==> config.mk <==
export PLATFORM = sky130hd
export DESIGN_NAME = stopwatch_lap
export DESIGN_NICKNAME = d
export VERILOG_FILES = /design/src/rtl/stopwatch_lap.sv
export SDC_FILE = /design/constraint.sdc
export NUM_CORES = 1
export LEC_CHECK = 0
export BUFFER_PORTS_ARGS = -buffer_cell sky130_fd_sc_hd__buf_2
export CAP_MARGIN = 20
export CORE_UTILIZATION = 45
export CTS_BUF_LIST = sky130_fd_sc_hd__clkbuf_4
export CTS_CLUSTER_SIZE = 12
export DETAILED_ROUTE_END_ITERATION = 6
export PLACE_DENSITY = 0.63
export SYNTH_ARGS = -nofsm -noshare
export SYNTH_HDL_FRONTEND = slang
export SYNTH_SLANG_ARGS = --single-unit
export TNS_END_PERCENT = 5
==> constraint.sdc <==
create_clock -name clk -period 6.5 [get_ports clk]
set_clock_uncertainty 0.05 [all_clocks]
set_input_delay 0.65 -clock clk [delete_from_list [all_inputs] [get_ports clk]]
set_output_delay 0.65 -clock clk [all_outputs]
set_load 0.02 [all_outputs]
==> src/rtl/stopwatch_lap.sv <==
// HH:MM:SS BCD stopwatch / countdown timer with a lap-time buffer that can be
// recalled onto the registered LCD digit outputs.
module stopwatch_lap #(
    parameter int unsigned CLK_HZ    = 50000000,
    parameter int unsigned LAP_DEPTH = 4,
    parameter int unsigned HOURS_MAX = 23
) (
    input  logic       clk,
    input  logic       reset,
    input  logic       start_stop,
    input  logic       lap,
    input  logic       clr,
    input  logic       mode,
    input  logic       load,
    input  logic [7:0] load_h,
    input  logic [7:0] load_m,
    input  logic [7:0] load_s,
    input  logic       recall_en,
    input  logic [3:0] recall_idx,
    output logic [3:0] H1,
    output logic [3:0] H0,
    output logic [3:0] M1,
    output logic [3:0] M0,
    output logic [3:0] S1,
    output logic [3:0] S0,
    output logic       running,
    output logic       done,
    output logic [4:0] lap_count,
    output logic       lap_full
);

    typedef enum logic [1:0] {IDLE, RUN, PAUSE, DONE} state_t;

    localparam int unsigned   PW       = $clog2(CLK_HZ);
    localparam logic [PW-1:0] PRE_LAST = PW'(CLK_HZ - 1);
    localparam logic [7:0]    HMAX_BCD = {4'(HOURS_MAX / 10), 4'(HOURS_MAX % 10)};

    state_t        state_q, state_d;
    logic          dir_q, dir_d;
    logic [PW-1:0] presc_q, presc_d;
    logic [23:0]   time_q, time_d;
    logic [4:0]    lap_cnt_q, lap_cnt_d;
    logic [23:0]   laps_q [LAP_DEPTH];
    logic [23:0]   laps_d [LAP_DEPTH];
    logic [23:0]   disp_q, disp_d;
    logic          done_q, done_d;
    logic          tick;
    logic          full;
    logic [7:0]    h_n, m_n, s_n;

    function automatic logic [7:0] bcd_inc(input logic [7:0] v);
        if (v[3:0] == 4'd9) return {v[7:4] + 4'd1, 4'd0};
        return {v[7:4], v[3:0] + 4'd1};
    endfunction

    function automatic logic [7:0] bcd_dec(input logic [7:0] v);
        if (v[3:0] == 4'd0) return {v[7:4] - 4'd1, 4'd9};
        return {v[7:4], v[3:0] - 4'd1};
    endfunction

    function automatic logic [3:0] sat9(input logic [3:0] n);
        return (n > 4'd9) ? 4'd9 : n;
    endfunction

    function automatic logic [7:0] clamp_ms(input logic [7:0] v);
        logic [3:0] t;
        logic [3:0] u;
        t = sat9(v[7:4]);
        u = sat9(v[3:0]);
        if (t > 4'd5) return 8'h59;
        return {t, u};
    endfunction

    function automatic logic [7:0] clamp_h(input logic [7:0] v);
        logic [3:0] t;
        logic [3:0] u;
        logic [6:0] val;
        t   = sat9(v[7:4]);
        u   = sat9(v[3:0]);
        val = 7'(t) * 7'd10 + 7'(u);
        if (32'(val) > HOURS_MAX) return HMAX_BCD;
        return {t, u};
    endfunction

    assign tick = (state_q == RUN) && (presc_q == PRE_LAST);
    assign full = (lap_cnt_q == 5'(LAP_DEPTH));

    always_comb begin
        state_d   = state_q;
        dir_d     = dir_q;
        presc_d   = presc_q;
        time_d    = time_q;
        lap_cnt_d = lap_cnt_q;
        laps_d    = laps_q;
        done_d    = 1'b0;
        h_n       = time_q[23:16];
        m_n       = time_q[15:8];
        s_n       = time_q[7:0];

        if (clr) begin
            state_d   = IDLE;
            time_d    = '0;
            presc_d   = '0;
            lap_cnt_d = '0;
        end else begin
            if (state_q == RUN) begin
                presc_d = tick ? '0 : presc_q + PW'(1);
                if (tick) begin
                    if (!dir_q) begin
                        if (s_n != 8'h59) s_n = bcd_inc(s_n);
                        else begin
                            s_n = '0;
                            if (m_n != 8'h59) m_n = bcd_inc(m_n);
                            else begin
                                m_n = '0;
                                h_n = (h_n != HMAX_BCD) ? bcd_inc(h_n) : '0;
                            end
                        end
                    end else if (time_q != '0) begin
                        if (s_n != 8'h00) s_n = bcd_dec(s_n);
                        else begin
                            s_n = 8'h59;
                            if (m_n != 8'h00) m_n = bcd_dec(m_n);
                            else begin
                                m_n = 8'h59;
                                h_n = bcd_dec(h_n);
                            end
                        end
                    end
                    time_d = {h_n, m_n, s_n};
                    if (dir_q && ({h_n, m_n, s_n} == '0)) begin
                        state_d = DONE;
                        done_d  = 1'b1;
                    end
                end
            end

            // A load pulse seen while running is dropped and does not mask start_stop/lap.
            if (load && (state_q != RUN)) begin
                time_d  = {clamp_h(load_h), clamp_ms(load_m), clamp_ms(load_s)};
                presc_d = '0;
                if (state_q == DONE) state_d = IDLE;
            end else if (start_stop) begin
                case (state_q)
                    IDLE: begin
                        state_d = RUN;
                        dir_d   = mode;
                        presc_d = '0;
                    end
                    RUN:     if (state_d != DONE) state_d = PAUSE;
                    PAUSE:   state_d = RUN;
                    default: state_d = state_q;
                endcase
            end else if (lap && ((state_q == RUN) || (state_q == PAUSE)) && !full) begin
                for (int unsigned i = 0; i < LAP_DEPTH; i++) begin
                    if (5'(i) == lap_cnt_q) laps_d[i] = time_q;
                end
                lap_cnt_d = lap_cnt_q + 5'd1;
            end
        end

        disp_d = time_q;
        if (recall_en) begin
            disp_d = '1;
            if ({1'b0, recall_idx} < lap_cnt_q) begin
                for (int unsigned i = 0; i < LAP_DEPTH; i++) begin
                    if (4'(i) == recall_idx) disp_d = laps_q[i];
                end
            end
        end
    end

    always_ff @(posedge clk or negedge reset) begin
        if (!reset) begin
            state_q   <= IDLE;
            dir_q     <= 1'b0;
            presc_q   <= '0;
            time_q    <= '0;
            lap_cnt_q <= '0;
            disp_q    <= '0;
            done_q    <= 1'b0;
            for (int unsigned i = 0; i < LAP_DEPTH; i++) laps_q[i] <= '0;
        end else begin
            state_q   <= state_d;
            dir_q     <= dir_d;
            presc_q   <= presc_d;
            time_q    <= time_d;
            lap_cnt_q <= lap_cnt_d;
            disp_q    <= disp_d;
            done_q    <= done_d;
            laps_q    <= laps_d;
        end
    end

    assign {H1, H0, M1, M0, S1, S0} = disp_q;
    assign running   = (state_q == RUN);
    assign done      = done_q;
    assign lap_count = lap_cnt_q;
    assign lap_full  = full;

endmodule

# Word-level counts from Yosys, hierarchy flattened

Index checks and enable logic that the tools add are counted.

Register bits: 179
Latch bits: 0
RAM bits: 0
ROM bits: 0
Bits of input ports: 36
Output and inout port bits: 32
Memories: 0

Add/subtract/negate cells: 15
Multiply operators: 1
Divide/modulo/power cells: 0
Magnitude comparators: 10
Equal/unequal tests: 22
Shifts and indexed selects: 0
Muxes and demuxes: 136
Bitwise gates (word level): 3
Reduce and logical (&&, ||, !) cells: 28

Operators by type and width:

| operator                                            | number |
|---|---|
| two-way mux 8 bit                                   | 44 |
| two-way mux 24 bit                                  | 10 |
| two-way mux 26 bit                                  | 6 |
| two-way mux 1 bit                                   | 56 |
| adder 26 x 1 -> 26 bit (second input constant)      | 1 |
| equality test 26 bit (second input constant)        | 1 |
| adder 4 x 1 -> 4 bit (second input constant)        | 6 |
| > comparator 4 bit (second input constant)          | 6 |
| logical NOT 24 bit                                  | 1 |
| two-way mux 4 bit                                   | 6 |
| nonzero test 24 bit                                 | 1 |
| subtractor 4 x 1 -> 4 bit (second input constant)   | 6 |
| two-way mux 5 bit                                   | 4 |
| AND reduction 5 bit                                 | 4 |
| two-way mux 2 bit                                   | 9 |
| logical NOT 4 bit                                   | 4 |
| != test 8 x 7 -> 1 bit (second input constant)      | 2 |
| nonzero test 8 bit                                  | 2 |
| equality test 4 bit (second input constant)         | 3 |
| equality test 2 x 5 -> 1 bit (first input constant) | 2 |
| equality test 2 x 4 -> 1 bit (first input constant) | 2 |
| > comparator 4 x 3 -> 1 bit (second input constant) | 2 |
| != test 8 x 6 -> 1 bit (second input constant)      | 1 |
| adder 7 x 4 -> 7 bit                                | 1 |
| other kinds (25)                                    | 35 |

# Longest topological paths before layout

Gate-level depths: netlist of run 1.

Word-level depth: 29
Mapped depth: 13

# Worst setup path after synthesis of run 1

Ideal clock, no wire load.

Path type: input-to-reg
From: input load_h[7]
To: register time_q[16]
Arrival time: 2.907 ns
Required time: 6.351 ns
Path slack: 3.443 ns
Stages: 13
Buffers on the path: 0
Cell sequence: nand2b_1 inv_1 ha_1 ha_1 fa_1 xor2_1 nor2_1 mux2i_1 o31ai_1 a21bo_2 and2_1 and3b_1 a311oi_1

Cells in the longest elaborated chain, start to end: 11

Ends and longest elaborated chain:

| item                          | line | RTL |
|---|---|---|
| from (decl)                   | 15   | `input logic [7:0] load_h,` |
| > comparator 4 bit            | 62   | `return (n > 4'd9) ? 4'd9 : n;` |
| two-way mux 4 bit *           | 62   |  |
| multiplier 4 x 3 -> 6 bit *   | 80   | `val = 7'(t) * 7'd10 + 7'(u);` |
| adder 7 x 4 -> 7 bit *        | 80   |  |
| > comparator 7 x 5 -> 1 bit * | 81   | `if (32'(val) > HOURS_MAX) return HMAX_BCD;` |
| two-way mux 1 bit *           | 81   |  |
| two-way mux 1 bit *           | 139  | `if (load && (state_q != RUN)) begin` |
| two-way mux 1 bit *           | 100  | `if (clr) begin` |
| two-way mux 8 bit *           | 82   | `return {t, u};` |
| two-way mux 24 bit *          | 139  |  |
| two-way mux 24 bit *          | 100  |  |
| to (signal assigned)          | 187  | `time_q <= time_d;` |
| to (decl)                     | 41   | `logic [23:0] time_q, time_d;` |

Mark *: on every way between the ends. The rest lies on a longest branch, timed or not. The select of a mux whose other input is x is not followed.
A chain may end at the register's enable or synchronous reset.

# Worst setup path after layout of run 1

From: register state_q[1]
To: register laps_q[78] (netlist name)

Cells in the longest elaborated chain, start to end: 5
Elaborated cells on any way between the ends: 9
Those cells by class: eq/ne: 3; bitwise: 1; reduce/logical: 5

Ends and longest elaborated chain:

| item                                                                | line | RTL |
|---|---|---|
| from (decl)                                                         | 38   | `state_t state_q, state_d;` |
| from (signal assigned)                                              | 184  | `state_q <= state_d;` |
| equality test 2 x 1 -> 1 bit or equality test 2 bit (tied branches) | 154  | `end else if (lap && ((state_q == RUN) \|\| (state_q == PAUSE)) && !full) begin` |
| logical OR 1 bit                                                    | 154  |  |
| logical AND 1 bit (2 in series)                                     | 154  |  |
| AND reduction 5 bit (no line) *                                     | -    |  |
| to (signal assigned)                                                | 191  | `laps_q <= laps_d;` |
| to (decl)                                                           | 43   | `logic [23:0] laps_q [LAP_DEPTH];` |

Mark *: on every way between the ends. The rest lies on a longest branch, timed or not.

==> out/metrics.cfg, run 1 <==
[final_layout]
final_nets=1190
area_growth_pct=8.53
most-common-layout-cells=179 x dfrtp_1, 112 x nand2_1, 97 x o21ai_0
final_common_cell=dfrtp_1
fin_util_pct=50.2
multi_input_area_um2=5300
drive_above_1_share_pct=15.4
regArea_um2=4480
design_area_um2=11100
instances_no_fill=1406
n_fill_cell=2108

[synth]
synth_top_area_share_pct=43.9
syn-mean-instance-area_um2=9.38
syn_area_um2=10200
synth_mux_area_share_pct=4.54
synth_xor_area_share_pct=2.40
synth_area_leaders=dfrtp_1 44%, ha_1 5.0%, o21ai_0 4.8%
yosys_most_used_dff=dfrtp_1
synth-simple-area-share_pct=20.6
synth_edf_count=0
yosysTopAreaCell=dfrtp_1
synthCells=1087
ys_seq_elements=179
synth_top_family_by_area=simple AND/OR/NAND/NOR gates
synthArstFlopShare_pct=100
ys_types=79
seq_area_frac_synth_pct=43.9
synthAdderAreaFrac_pct=5.42
syn_nets=1166
synth_compound_area_share_pct=18.9
yosys_warnings=0

[global_routing]
grt_pass1_vias=8107
grt_antenna_before_repair=2
grt_pass1_wl_um=44100
grt_use_total_pct=24.0
grt_max_degree=112
grt-ovfl-total=0

[place]
dp_cells=1369
io_buffers=67
place.gp.congestion=0.984
place_hpwl_um=18100
pre_cts_slack_ns=2.89
place_area_um2=10700

[clock_network]
post-cts-setup-buffers=0
post_cts_resized=0
numCtsBuffers=17
htree_levels=4
cts-hold-fix-buffers=0
cts_num_sinks=179
clockRootBuffer=clkbuf_4
clk_pin_slew_worst_paths_ns=0.17
clock_latency_ns=0.60
cts.path.max_buffers=2
cts_tree=built

[routing]
wirelength_um=26800
vias=8444
drt_iter0_drc=795
drc=1
vias_per_cell=6.01
ant_nets=0
wl_per_cell_um=19.0
drt-pass1-iter-count=7

[sta]
rsz0062_at_grt=false
relSlewSlack_pct=27.8
min_period_ns=3.67
finalSetupTns_ns=0
setup_ws_ns=2.83
fin_hold_ws_ns=0.213
finalMaxSlewViolations=0
final_hold_viol_count=0
finalSetupViolations=0
fmax_ghz=0.273
fin_crit_sh_pct=56.4
worst_slew_pin_slew_ns=1.08

[die]
start_util_pct=46.3
rows=54
die_w_um=153
die_h_um=153
die-area_um2=23300
ios=68
core_um2=22000

[setup_path]
path_max_fanout=40
crit_family=simple AND/OR/NAND/NOR gates
path_class=flip-flop to flip-flop
crit_arrival_ns=4.13
slowest_stage=nor4b_1
path_cells=inv_1 > ha_1 > inv_1 > nand2_1 > nand4b_1 > nor4b_1 > nand2_1 > buf_4 > mux2_2
rrSetupSlack_ns=2.83
required_ns=6.96
end_kind=flip-flop
max_stage_delay_ns=0.74
cp.buffers_inverters=3
critPathLaunchType=flip-flop

[pwr]
powerDensity_nw_per_um2=211
power_frac_clock_pct=29.1
power_frac_seq_pct=51.5
swShare_pct=34.6
internal-power_mw=1.53
ir_drop_uv=113
p_switching_mw=0.808
p_leak_nw=4.81
comb_power_share_pct=19.4
p_total_mw=2.34

[run_status]
status=finished with violations
violations=design-rule violations

[flow_run]
maxCapViolations=0

[hold_path]
hold_class=primary input to flip-flop

## path summary, 6_finish.rpt
path	cells past startpoint	to	from
max in group asynchronous	4	presc_q[0]	reset
hold reg to reg	2	laps_q[35]	laps_q[35]
setup reg to reg	9	laps_q[78]	state_q[1]
min in group asynchronous	2	disp_q[18]	reset
hold / removal	2	dir_q	mode
setup / recovery	9	laps_q[78]	state_q[1]
## cell families (layout without fill, tap and decap cells)
logic type | count (synthesis) | after routing
other | 0 | 2
AOI/OAI and AO/OA | 294 | 294
DFF | 179 | 179
buffers and inverters | 107 | 144
xor gates and xnor gates | 28 | 28
adders and majority gates | 43 | 43
and+or+nand+nor | 394 | 394
muxes | 42 | 42
## sequential cells by signal, summed over array words and instances (netlist names)
register   flops
presc_q       26
lap_count      5
laps_q        96
state_q        2
time_q        24
dir_q          1
done           1
disp_q        24
## power by group through the flow
| stage | Combinational (mW) | Clock [mW] | Sequential, mW |
|---|---|---|---|
| floorplan | 0.301 | 0 | 1.22 |
| global placement | 0.444 | 0 | 1.22 |
| detailed placement | 0.440 | 0 | 1.22 |
| CTS | 0.443 | 0.702 | 1.20 |
| global route | 0.496 | 0.742 | 1.21 |
| finish | 0.453 | 0.679 | 1.20 |
## Yosys cell counts (all sizes together), types with 17 or more instances
library cell	n
a211oi	43
a21oi	31
clkbuf	67
dfrtp	179
ha	41
inv	32
mux2	34
nand2	112
nand3	33
nand4	17
nor2	91
nor2b	29
nor3	21
o21ai	99
o22a	24
o22ai	27
xor2	18
## final cells by class
| class | count | share of cell area (%) |
|---|---|---|
| clock inverter | 15 | 1.66 |
| antenna | 2 | 0.0452 |
| clock buffer | 17 | 1.15 |
| sequential | 179 | 40.5 |
| inverter | 32 | 1.09 |
| multi-input combinational | 801 | 47.9 |
| timing repair buffer | 80 | 4.53 |
| tap | 280 | 3.17 |
## per-layer routing
metal / global-route usage, % / up-vias / wire, um
li1: - / 3985 / -
met1: 35.4 / 4097 / 12900
met2: 35.4 / 309 / 11500
met3: 4.66 / 53 / 1730
met4: 7.65 / 0 / 599
met5: 0 / - / 0
No activity file was read; power rests on OpenSTA's default activity.
==> inputs of run 2 (changes only) <==
--- a/config.mk
+++ b/config.mk
@@ -11,7 +11,7 @@
 export CTS_BUF_LIST = sky130_fd_sc_hd__clkbuf_4
 export CTS_CLUSTER_SIZE = 12
 export DETAILED_ROUTE_END_ITERATION = 6
-export PLACE_DENSITY = 0.63
+export PLACE_DENSITY = 0.66
 export SYNTH_ARGS = -nofsm -noshare
 export SYNTH_HDL_FRONTEND = slang
 export SYNTH_SLANG_ARGS = --single-unit
==> constraint.sdc (replaced) <==
create_clock -name clk -period 3.35 [get_ports clk]
set_clock_uncertainty 0.05 [all_clocks]
set_input_delay 0.335 -clock clk [delete_from_list [all_inputs] [get_ports clk]]
set_output_delay 0.335 -clock clk [all_outputs]
set_load 0.02 [all_outputs]
==> out/metrics.cfg, run 2 (synthesis gave the netlist of run 1 again) <==
[run_status]
status=complete, no violations

[hold_path]
hold_class=primary input to flip-flop
holdPathEnd=time_q[6]
hold_start=load_s[6]
min_path_cells=3  ; +1

[routing]
vias=8646  ; +2.4%
drc=0  ; -1
drt_iter0_drc=745  ; -6.3%
vias_per_cell=5.90  ; -1.8%
wl_per_cell_um=18.9  ; -0.91%
ant_nets=0  ; unchanged
wirelength_um=27600  ; +3.3%
drt-pass1-iter-count=7  ; unchanged

[setup_path]
ff2ff_path_depth=10  ; +1
crit_family=simple AND/OR/NAND/NOR gates
crit_arrival_ns=3.64  ; -0.49 ns
max_stage_delay_ns=0.57  ; -0.17 ns
rrSetupSlack_ns=0.19  ; -2.64 ns
r2r-end=state_q[1]
path_cells=inv_1 > ha_1 > or3b_2 > nor4_4 > a32oi_1 > xor2_1 > o2111ai_1 > nor4b_4 > nand3_2 > a21oi_2
critPathLaunchType=flip-flop
end_kind=flip-flop
slowest_stage=or3b_2
required_ns=3.83  ; -3.13 ns
regToRegStartpoint=time_q[4]
cp.buffers_inverters=1  ; -2
path_max_fanout=7  ; -83%
path_class=flip-flop to flip-flop

[die]
die_w_um=153  ; unchanged
rows=54  ; unchanged
die_h_um=153  ; unchanged
start_util_pct=46.3  ; unchanged
core_um2=22000  ; unchanged
die-area_um2=23300  ; unchanged
ios=68  ; unchanged

[clock_network]
htree_levels=4  ; unchanged
clock_latency_ns=0.59  ; about the same
numCtsBuffers=17  ; unchanged
clockRootBuffer=clkbuf_4
cts_num_sinks=179  ; unchanged
cts.path.max_buffers=2  ; unchanged
cts_tree=built
clk_pin_slew_worst_paths_ns=0.17  ; about the same
post-cts-setup-buffers=0  ; unchanged

[global_routing]
grt_pass1_wl_um=45200  ; +2.5%
grt-ovfl-total=0  ; unchanged
grt_pass1_vias=8161  ; +0.67%
grt_antenna_before_repair=1  ; -1
grt_use_total_pct=24.7  ; +0.71 points
grt_max_degree=78  ; -30%

[final_layout]
drive_above_1_share_pct=19.1  ; +3.7 points
largest_reg_flops=96  ; unchanged
final_nets=1252  ; +5.2%
top_register=laps_q
area_growth_pct=12.8
fin_util_pct=52.2  ; +2.0 points
most-common-layout-cells=179 x dfrtp_1, 112 x nand2_1, 97 x o21ai_0
final_common_cell=dfrtp_1
top_regs=laps_q x96, presc_q x26

[sta]
min_period_ns=3.16  ; -0.509 ns
finalMaxSlewViolations=0  ; unchanged
relSlewSlack_pct=24.7  ; -3.1 points
finalSetupTns_ns=0  ; unchanged
rsz0062_at_grt=false
worst_slew_pin_slew_ns=1.13  ; +0.0466 ns
fin_crit_sh_pct=94.2  ; +38 points
fmax_ghz=0.317  ; +16%
finalSetupViolations=0  ; unchanged
final_hold_viol_count=0  ; unchanged

[pwr]
p_leak_nw=5.08  ; +5.7%
powerDensity_nw_per_um2=398  ; +88%
ir_drop_uv=194  ; +72%
p_total_mw=4.57  ; +96%

[flow_run]
maxCapViolations=0  ; unchanged

[place]
place.gp.congestion=0.957  ; -2.8%
io_buffers=67  ; unchanged
place_hpwl_um=19100  ; +5.3%

==> run 2: cell type report <==
class / instances / area (um^2)
fill: 2048 / 10500
multi-input combinational: 801 / 5310
sequential: 179 / 4480
timing repair buffer: 142 / 955
tap: 280 / 350
clock inverter: 14 / 165
clock buffer: 17 / 128
inverter: 32 / 120
antenna: 1 / 2.50
==> run 2: routing by layer <==
metal / GRT usage, % / wire length [um] / share of wire [%] / vias to the layer above
li1: - / - / - / 4095
met1: 36.7 / 13500 / 49 / 4251
met2: 37.9 / 12400 / 45 / 266
met3: 3.36 / 1380 / 5.0 / 34
met4: 6.20 / 397 / 1.4 / 0
met5: 0 / 0 / 0 / -
==> run 2: worst max-delay path by stage <==
stage / start / end / cells after the start
5_1_grt: time_q[4] / state_q[1] / 11
4_1_cts: time_q[4] / state_q[1] / 10
2_1_floorplan: state_q[1] / state_q[1] / 12
3_3_place_gp: time_q[5] / state_q[1] / 10
6_report: time_q[4] / state_q[1] / 10
3_5_place_dp: load_h[7] / time_q[16] / 14
==> run 2: tightest hold or removal path, cell delays in order <==
cell and delay, ns:
buf_2 0.10, o21ai_0 0.09, a21oi_1 0.13
==> run 2: repair_timing <==
item	4_1_cts	5_1_grt
gates resized for setup	0	1
setup endpoints to repair	0	3
hold buffers	10	0
endpoints found under the hold margin	84	0
==> run 2: where the power goes <==
part           switching, mW  internal (mW)
Combinational          0.634          0.374
Clock                  0.858          0.404
Sequential            0.0613           2.24
==> run 2: per-stage QoR <==
step | hold WS [ns] | std cells | worst slack, ns | cell area (um^2)
after floorplan | -0.0106 | 1087 | 0.390 | 10200
after global placement | 0.371 | 1424 | 0.265 | 11100
after CTS | 0.00199 | 1465 | 0.197 | 11500
after detailed placement | 0.372 | 1424 | 0.235 | 11100
after global routing | 0.0113 | 1466 | 0.00544 | 11500
final | 0.0456 | 1466 | 0.194 | 11500
==> inputs of run 3 (changes only) <==
--- a/config.mk
+++ b/config.mk
@@ -7,11 +7,11 @@
 export LEC_CHECK = 0
 export BUFFER_PORTS_ARGS = -buffer_cell sky130_fd_sc_hd__buf_2
 export CAP_MARGIN = 20
-export CORE_UTILIZATION = 45
+export CORE_UTILIZATION = 38
 export CTS_BUF_LIST = sky130_fd_sc_hd__clkbuf_4
 export CTS_CLUSTER_SIZE = 12
 export DETAILED_ROUTE_END_ITERATION = 6
-export PLACE_DENSITY = 0.66
+export PLACE_DENSITY = 0.57
 export SYNTH_ARGS = -nofsm -noshare
 export SYNTH_HDL_FRONTEND = slang
 export SYNTH_SLANG_ARGS = --single-unit
==> out/metrics.cfg, run 3 (synthesis gave the netlist of run 1 again) <==
[clock_network]
htree_levels=4  ; unchanged
cts-hold-fix-buffers=16  ; +6
cts_num_sinks=179  ; unchanged
clk_pin_slew_worst_paths_ns=0.17  ; about the same
post_cts_resized=0  ; unchanged
numCtsBuffers=17  ; unchanged
clock_latency_ns=0.59  ; about the same
clockRootBuffer=clkbuf_4
post-cts-setup-buffers=0  ; unchanged
cts.path.max_buffers=2  ; unchanged
cts_tree=built

[place]
dp_cells=1483  ; +4.1%
place_hpwl_um=20000  ; +4.8%
io_buffers=67  ; unchanged
place.gp.congestion=0.938  ; -2.0%

[final_layout]
final_nets=1262  ; +0.80%
top_regs=laps_q x96, presc_q x26
most-common-layout-cells=179 x dfrtp_1, 112 x nand2_1, 97 x o21ai_0
drive_above_1_share_pct=19.2  ; +0.091 points
final_common_cell=dfrtp_1
area_growth_pct=14.7
instances_no_fill=1531  ; +4.4%
largest_reg_flops=96  ; unchanged
top_register=laps_q
fin_util_pct=44.6  ; -7.6 points

[routing]
vias_per_cell=5.67  ; -3.9%
vias=8677  ; +0.36%
drt_iter0_drc=648  ; -13%
drt-pass1-iter-count=7  ; unchanged
drc=10  ; +10
ant_nets=0  ; unchanged
wirelength_um=28400  ; +2.7%
wl_per_cell_um=18.5  ; -1.7%

[die]
die-area_um2=27500  ; +18%
rows=59  ; +9.3%
ios=68  ; unchanged
core_um2=26200  ; +19%
die_w_um=166  ; +8.7%
die_h_um=166  ; +8.7%
start_util_pct=38.9  ; -7.4 points

[sta]
final_hold_viol_count=0  ; unchanged
worst_slew_pin_slew_ns=1.05  ; -0.0750 ns
finalSetupViolations=0  ; unchanged
fmax_ghz=0.319  ; +0.59%
rsz0062_at_grt=false
relSlewSlack_pct=29.7  ; +5.0 points
finalSetupTns_ns=0  ; unchanged
finalMaxSlewViolations=0  ; unchanged
fin_crit_sh_pct=93.7  ; -0.55 points
min_period_ns=3.14  ; -0.0185 ns

[global_routing]
grt_pass1_wl_um=46600  ; +3.1%
grt_pass1_vias=8444  ; +3.5%
grt-ovfl-total=0  ; unchanged
grt_max_degree=59  ; -24%
grt_antenna_before_repair=1  ; unchanged
grt_use_total_pct=21.4  ; -3.2 points

[setup_path]
crit_arrival_ns=3.63  ; about the same
path_max_fanout=11  ; +4
required_ns=3.84  ; about the same
end_kind=flip-flop
critPathLaunchType=flip-flop
path_class=flip-flop to flip-flop

[flow_run]
maxCapViolations=0  ; unchanged

[pwr]
ir_drop_uv=218  ; +12%
p_leak_nw=5.14  ; +1.2%
powerDensity_nw_per_um2=408  ; +2.6%

[hold_path]
hold_class=primary input to flip-flop

[run_status]
violations=design-rule violations
status=finished with violations

## run 3: cell types whose count changed in the layout (fill, tap and decap cells not counted), sizes merged
cell and change:
bufinv +2, inv +1, clkinv -3, dlygate4sd3 +6, buf +4
## run 3: final cells by class
cell class	instances	area (um^2)
inverters	32	120
diodes	1	2.50
multi-input cells	801	5300
well taps	335	419
clock inverters	14	213
repair buffers	152	1030
flip-flops and latches	179	4480
fillers	2544	14500
clock buffers	17	128
## run 3: through the flow
stage | area, um^2 | setup slack (ns) | hold slack [ns] | power (mW)
3_5_place_dp | 11200 | 0.177 | 0.246 | 3.34
6_report | 11700 | 0.212 | 0.0433 | 4.77
2_1_floorplan | 10200 | 0.390 | -0.0106 | 2.95
5_1_grt | 11700 | 0.0427 | 0.0403 | 5.00
4_1_cts | 11700 | 0.239 | 0.00411 | 4.80
3_3_place_gp | 11200 | 0.284 | 0.248 | 3.35
## run 3: final timing paths
kind                       startpoint          to  slack [ns]  depth (start not counted)
max in group asynchronous       reset  laps_q[60]        2.18                          3
setup reg to reg            time_q[1]  state_q[1]        0.21                         11
hold reg to reg            laps_q[28]  laps_q[28]        0.44                          2
min in group asynchronous       reset  laps_q[18]        0.15                          2
hold / removal              load_s[1]   time_q[1]        0.04                          3
setup / recovery            time_q[1]  state_q[1]        0.21                         11
## run 3: where the power goes
| group | switching, mW | internal (mW) |
|---|---|---|
| Sequential | 0.0600 | 2.24 |
| Clock | 0.879 | 0.558 |
| Combinational | 0.648 | 0.381 |
## run 3: critical path, cell delays in order, from the launching register on
cell,delay (ns)
dfrtp_1,0.41
inv_1,0.22
ha_1,0.22
or3b_4,0.48
nor4_4,0.32
buf_4,0.21
a221oi_1,0.09
a211o_1,0.32
nor4_1,0.28
and3_1,0.27
nand3_2,0.09
a21oi_2,0.13
## run 3: layer usage
metal	GRT usage, %	part of all wire [%]	vias to the layer above
li1	-	-	4123
met1	31.1	49	4261
met2	32.7	44	247
met3	2.93	4.2	46
met4	7.64	2.4	0
met5	0	0	-
